File: src/rtl/tone_sequencer.sv
// -----------------------------------------------------------------------------
// tone_sequencer
//   Song controller for tone_generator. Walks a synchronous song ROM of
//   {duration, period} words and drives tone_period/tone_enable note by note.
//   It inserts a silent articulation gap between notes and supports
//   start/stop/pause from the top-level button logic.
//
//   Optional feature macro: TONE_SEQ_LOOP_EN
//     When defined, adds a `loop` level input. With loop=1, an end marker or
//     the last ROM address restarts the song at address 0 without a done pulse.
//
// Ports
//   clk          in   system clock
//   rst_n        in   async active-low reset
//   start        in   1-cycle pulse, begins the song at address 0 (IDLE only)
//   stop         in   abort to IDLE from any state, wins over start/pause
//   pause        in   level, freezes counters/address and silences the output
//   loop         in   (TONE_SEQ_LOOP_EN only) restart instead of finishing
//   rom_addr     out  song ROM address
//   rom_data     in   {dur, period}, valid one cycle after rom_addr
//   tone_period  out  to tone_generator.tone_switch_period
//   tone_enable  out  to tone_generator.output_enable
//   busy         out  high in every state except IDLE
//   done         out  1-cycle pulse at natural song end
//
// State table
//   state   | meaning
//   IDLE    | waiting for start, output silent
//   FETCH   | ROM read latency cycle for rom_addr
//   LATCH   | sample rom_data: end marker or load the note
//   PLAY    | note sounding (silent for period 0), dur*TICK_CYCLES cycles
//   GAP     | silent articulation gap, GAP_CYCLES cycles
//   END     | one-cycle done pulse, then IDLE
// -----------------------------------------------------------------------------
module tone_sequencer #(
    parameter int ADDR_W      = 10,
    parameter int DUR_W       = 8,
    parameter int TICK_CYCLES = 125000,
    parameter int GAP_CYCLES  = 12500
) (
    input  logic              clk,
    input  logic              rst_n,
    input  logic              start,
    input  logic              stop,
    input  logic              pause,
`ifdef TONE_SEQ_LOOP_EN
    input  logic              loop,
`endif
    output logic [ADDR_W-1:0] rom_addr,
    input  logic [DUR_W+23:0] rom_data,
    output logic [23:0]       tone_period,
    output logic              tone_enable,
    output logic              busy,
    output logic              done
);

    localparam int TICK_W = $clog2(TICK_CYCLES + 1);
    localparam int GAP_W  = $clog2(GAP_CYCLES + 1);

    localparam logic [TICK_W-1:0] TICK_LOAD = TICK_W'(TICK_CYCLES - 1);
    localparam logic [GAP_W-1:0]  GAP_LOAD  = GAP_W'(GAP_CYCLES - 1);
    localparam logic [ADDR_W-1:0] ADDR_LAST = '1;

    typedef enum logic [2:0] {
        S_IDLE,
        S_FETCH,
        S_LATCH,
        S_PLAY,
        S_GAP,
        S_END
    } state_t;

    state_t              state_q, state_d;
    logic [ADDR_W-1:0]   addr_d;
    logic [23:0]         period_d;
    logic                enable_d;
    logic                done_d;
    logic [DUR_W-1:0]    note_cnt, note_d;
    logic [TICK_W-1:0]   tick_cnt, tick_d;
    logic [GAP_W-1:0]    gap_cnt, gap_d;
    logic [DUR_W-1:0]    rom_dur;
    logic [23:0]         rom_per;
    logic                loop_en;

    assign rom_dur = rom_data[DUR_W+23:24];
    assign rom_per = rom_data[23:0];

`ifdef TONE_SEQ_LOOP_EN
    assign loop_en = loop;
`else
    assign loop_en = 1'b0;
`endif

    always_ff @(posedge clk or negedge rst_n) begin
        if (!rst_n) begin
            state_q     <= S_IDLE;
            rom_addr    <= '0;
            tone_period <= '0;
            tone_enable <= 1'b0;
            busy        <= 1'b0;
            done        <= 1'b0;
            note_cnt    <= '0;
            tick_cnt    <= '0;
            gap_cnt     <= '0;
        end else begin
            state_q     <= state_d;
            rom_addr    <= addr_d;
            tone_period <= period_d;
            tone_enable <= enable_d;
            busy        <= (state_d != S_IDLE);
            done        <= done_d;
            note_cnt    <= note_d;
            tick_cnt    <= tick_d;
            gap_cnt     <= gap_d;
        end
    end

    always_comb begin
        state_d  = state_q;
        addr_d   = rom_addr;
        period_d = tone_period;
        enable_d = tone_enable;
        note_d   = note_cnt;
        tick_d   = tick_cnt;
        gap_d    = gap_cnt;

        if (stop) begin
            state_d  = S_IDLE;
            enable_d = 1'b0;
        end else if (pause && state_q != S_IDLE && state_q != S_END) begin
            // Everything holds; only the output is silenced. END is exempt so
            // done stays a single-cycle pulse.
            enable_d = 1'b0;
        end else begin
            case (state_q)
                S_IDLE: begin
                    enable_d = 1'b0;
                    if (start) begin
                        addr_d  = '0;
                        state_d = S_FETCH;
                    end
                end
                S_FETCH: begin
                    state_d = S_LATCH;
                end
                S_LATCH: begin
                    if (rom_dur == '0) begin
                        if (loop_en) begin
                            addr_d  = '0;
                            state_d = S_FETCH;
                        end else begin
                            state_d = S_END;
                        end
                    end else begin
                        period_d = rom_per;
                        enable_d = (rom_per != '0);
                        note_d   = rom_dur;
                        tick_d   = TICK_LOAD;
                        state_d  = S_PLAY;
                    end
                end
                S_PLAY: begin
                    // Restores the output after a pause release.
                    enable_d = (tone_period != '0);
                    if (tick_cnt == '0) begin
                        if (note_cnt == DUR_W'(1)) begin
                            enable_d = 1'b0;
                            gap_d    = GAP_LOAD;
                            state_d  = S_GAP;
                        end else begin
                            note_d = note_cnt - 1'b1;
                            tick_d = TICK_LOAD;
                        end
                    end else begin
                        tick_d = tick_cnt - 1'b1;
                    end
                end
                S_GAP: begin
                    if (gap_cnt == '0) begin
                        if (rom_addr == ADDR_LAST) begin
                            if (loop_en) begin
                                addr_d  = '0;
                                state_d = S_FETCH;
                            end else begin
                                state_d = S_END;
                            end
                        end else begin
                            addr_d  = rom_addr + 1'b1;
                            state_d = S_FETCH;
                        end
                    end else begin
                        gap_d = gap_cnt - 1'b1;
                    end
                end
                S_END: begin
                    enable_d = 1'b0;
                    state_d  = S_IDLE;
                end
                default: begin
                    enable_d = 1'b0;
                    state_d  = S_IDLE;
                end
            endcase
        end

        // END is never held, so done is high for exactly the END cycle.
        done_d = (state_d == S_END);
    end

endmodule
File: config.mk
export PLATFORM = sky130hd
export DESIGN_NAME = tone_sequencer
export DESIGN_NICKNAME = d
export VERILOG_FILES = /design/src/rtl/tone_sequencer.sv
export SDC_FILE = /design/constraint.sdc
export NUM_CORES = 1
export LEC_CHECK = 0
export ABC_CLOCK_PERIOD_IN_PS = 5290
export CAP_MARGIN = 15
export CORE_ASPECT_RATIO = 0.9
export CORE_MARGIN = 2
export CORE_UTILIZATION = 58
export CTS_CLUSTER_DIAMETER = 60
export DETAILED_ROUTE_END_ITERATION = 10
export PLACE_DENSITY = 0.86
export SLEW_MARGIN = 0
export SYNTH_ARGS = -nofsm -noshare
export SYNTH_HDL_FRONTEND = slang
export SYNTH_SLANG_ARGS = --single-unit
File: constraint.sdc
create_clock -name clk -period 5.29 [get_ports clk]
set_clock_uncertainty 0.15 [all_clocks]
set_input_delay 1.058 -clock clk [delete_from_list [all_inputs] [get_ports clk]]
set_output_delay 1.058 -clock clk [all_outputs]
set_load 0.005 [all_outputs]
==> impl_metrics.env <==
export IMPL_power_switching_uw=671
export IMPL_hold_path_endpoint="tick_cnt[0]"
export IMPL_clockPowerShare=0.276
export IMPL_clockBufferDepth=2
export IMPL_core_area_sq_um=7510
export IMPL_wirelength_microns=11400
export IMPL_r2r_end="done"
export IMPL_drt_iter0_drc=351
export IMPL_worstMarginPinSlew_ns=0.988
export IMPL_initial_core_util=0.596
export IMPL_final_antenna_net_count=0
export IMPL_async_flop_share=1.00
export IMPL_yosys_area_top_type="dfrtp_1"
export IMPL_synthDominantCellAreaShare=0.442
export IMPL_ir_worst_vdd_mv=0.262
export IMPL_rsz0062_at_grt="no"
export IMPL_cts_sinks=79
export IMPL_p_comb_frac=0.291
export IMPL_cts_root_buf="clkbuf_8"
export IMPL_cts_tree="done"
export IMPL_grt_total_usage=0.285
export IMPL_viasPerCell=6.47
export IMPL_yosysUniqueCellTypes=67
export IMPL_maxCapViolations=0
export IMPL_finalSetupViolations=0
export IMPL_cts_hold_buf=0
export IMPL_status="completed"
export IMPL_grt_pass1_wl_microns=18400
export IMPL_hold_path_depth=1
export IMPL_fin_crit_sh=0.678
export IMPL_rrSetupSlack_ns=2.19
export IMPL_post_drt_wl_per_cell_microns=18.2
export IMPL_numPortBuffers=73
export IMPL_num_rows=30
export IMPL_area_growth_pct=23.1
export IMPL_post_cts_buffers=0
export IMPL_synth_cells=460
export IMPL_p_per_area_nw_per_um2=392
export IMPL_fmax_ghz=0.279
export IMPL_internal_power_uw=1490
export IMPL_die_area_sq_um=8430
export IMPL_gp_congestion=0.868
export IMPL_io_pins=74
export IMPL_synthMostInstantiatedCell="dfrtp_1"
export IMPL_slew_violations=0
export IMPL_cts_max_level=3
export IMPL_antenna_found_initial=0
export IMPL_die_w_microns=96.6
export IMPL_syn_cell_area_sq_um=4470
export IMPL_synth_fp_nets=504
export IMPL_final_nets=568
export IMPL_period_needed_ns=3.59
export IMPL_synthTopCellsByArea="dfrtp_1, mux2_2, a21oi_1"
export IMPL_synth_edf_count=0
export IMPL_drive_gt1_frac=0.113
export IMPL_sw_frac_of_total=0.311
export IMPL_path_buf_inv=1
export IMPL_avgSynthCellArea_sq_um=9.72
export IMPL_path_delay_family="compound AO/OA/AOI/OAI gates"
export IMPL_synth_ff_type="dfrtp_1"
export IMPL_cts_inserted_buffers=9
export IMPL_grt_ovfl_total=0
export IMPL_finalPower_uw=2160
export IMPL_r2r_cells=5
export IMPL_drtPass1Iterations=5
export IMPL_cpPeakStageDelay_ns=0.59
export IMPL_route_detailed_drc=0
export IMPL_final_util=0.733
export IMPL_ys_warn_count=0
export IMPL_dieHeight_microns=87.3
export IMPL_crit_arrival_ns=3.63
export IMPL_dp_hpwl_microns=8040
export IMPL_slowest_stage="clkdlybuf4s50_1"
export IMPL_yosysSeqAreaShare=0.442
export IMPL_dp_cells=609
export IMPL_endpoint_kind="flop"
export IMPL_via_count=4045
export IMPL_crit_path_max_fanout=19
export IMPL_min_delay_start="tick_cnt[0]"
export IMPL_post_cts_resized=0
export IMPL_leakage_uw=0.00217
export IMPL_hold_class="reg -> reg"
export IMPL_synth_common_cells="dfrtp_1, nor2_1, nand2_1"
export IMPL_grt_start_max_net_pins=80
export IMPL_worstPathCellList="clkdlybuf4s50_1, nor4b_1, o31a_1, o31ai_4, o41ai_1, o311ai_0"
export IMPL_rr_startpoint="state_q[0]"
export IMPL_slew_headroom=0.341
export IMPL_critPathKind="in -> reg"
export IMPL_grt_pass1_vias=3834
export IMPL_finalHoldViolations=0
export IMPL_fin_setup_tns_ns=0
export IMPL_critPathLaunchType="input port"
export IMPL_clk_latency_ns=0.36
export IMPL_clkTransAtPathRegs_ns=0.08
export IMPL_fin_cells=625
export IMPL_synth_seq_cells=79
export IMPL_cp_required_ns=5.33
export IMPL_antenna_cells=0
export IMPL_power_frac_seq=0.433
cell usage in the layout (no fill, tap or decap), types with 7 or more instances in the layout:
cell	synthesis	routed
dfrtp_1	79	79
clkdlybuf4s50_1	0	72
nor2_1	33	33
nand2_1	30	30
a21oi_1	28	28
nand3_1	25	25
mux2_2	25	25
o21ai_0	21	21
or3_1	18	18
nor4_1	16	16
inv_1	14	14
o31ai_1	12	12
a31oi_1	10	10
nand4_1	10	10
mux2i_1	9	9
clkbuf_8	0	9
nor3_1	8	8
or4_1	8	8
o21ai_1	8	8
ha_1	7	7
power by group through the flow:
stage                     combinational [uW]  clock (uW)  sequential, uW
final                                    629         595             934
after global routing                     687         625             956
after CTS                                630         604             930
after detailed placement                 620           0             940
after global placement                   600           0             934
after floorplan                          318           0             904
through the flow:
step           cell area, sq um  hold WS, ns  worst slack, ns
2_1_floorplan              4470        0.312             2.39
3_3_place_gp               5240        0.340             1.67
3_5_place_dp               5240        0.356             1.61
4_1_cts                    5500        0.367             1.76
5_1_grt                    5500        0.398             1.54
6_report                   5500        0.369             1.70
how the worst max path moves through the flow:
stage | start | endpoint | cells past startpoint
2_1_floorplan | rom_data[26] | tone_period[0] | 5
3_3_place_gp | pause | tick_cnt[3] | 6
3_5_place_dp | pause | tick_cnt[3] | 6
4_1_cts | pause | tick_cnt[15] | 6
5_1_grt | pause | tick_cnt[15] | 6
6_report | pause | tick_cnt[15] | 6
kinds of logic after synthesis:
| kind of cell | share of synthesized area |
|---|---|
| compound gates | 0.179 |
| xor+xnor | 0.00392 |
| fa+ha+maj | 0.0196 |
| buf+inv | 0.0325 |
| flops | 0.442 |
| mux | 0.0831 |
| simple gates | 0.240 |
worst reg2reg max path: cells and delay by family (launching register included):
kind             cells  cell delay [ns]
flip-flops           1             0.62
AND/OR/NAND/NOR      4             1.66
AO/OA/AOI/OAI        1             0.60
per-layer routing:
metal	part of all wire	vias up	global-route usage
met3	0.087	14	0.0866
met4	0.012	0	0.0935
met5	0	-	0
li1	-	1885	-
met1	0.42	1954	0.358
met2	0.48	192	0.469
registers in the layout (all words and copies together), names as in the netlist:
| register | flops |
|---|---|
| gap_cnt | 14 |
| note_cnt | 8 |
| done | 1 |
| tone_period | 24 |
| tone_enable | 1 |
| rom_addr | 10 |
| state_q | 3 |
| tick_cnt | 17 |
| busy | 1 |
layout make-up:
class                   count  area, sq um
multi-input cells         346         2350
fillers                   548         2000
flip-flops and latches     79         1980
repair buffers             74          736
clock inverters             7          145
clock buffers               9          124
well taps                  96          120
inverters                  14         52.6
No activity file was read; power rests on OpenSTA's default activity.
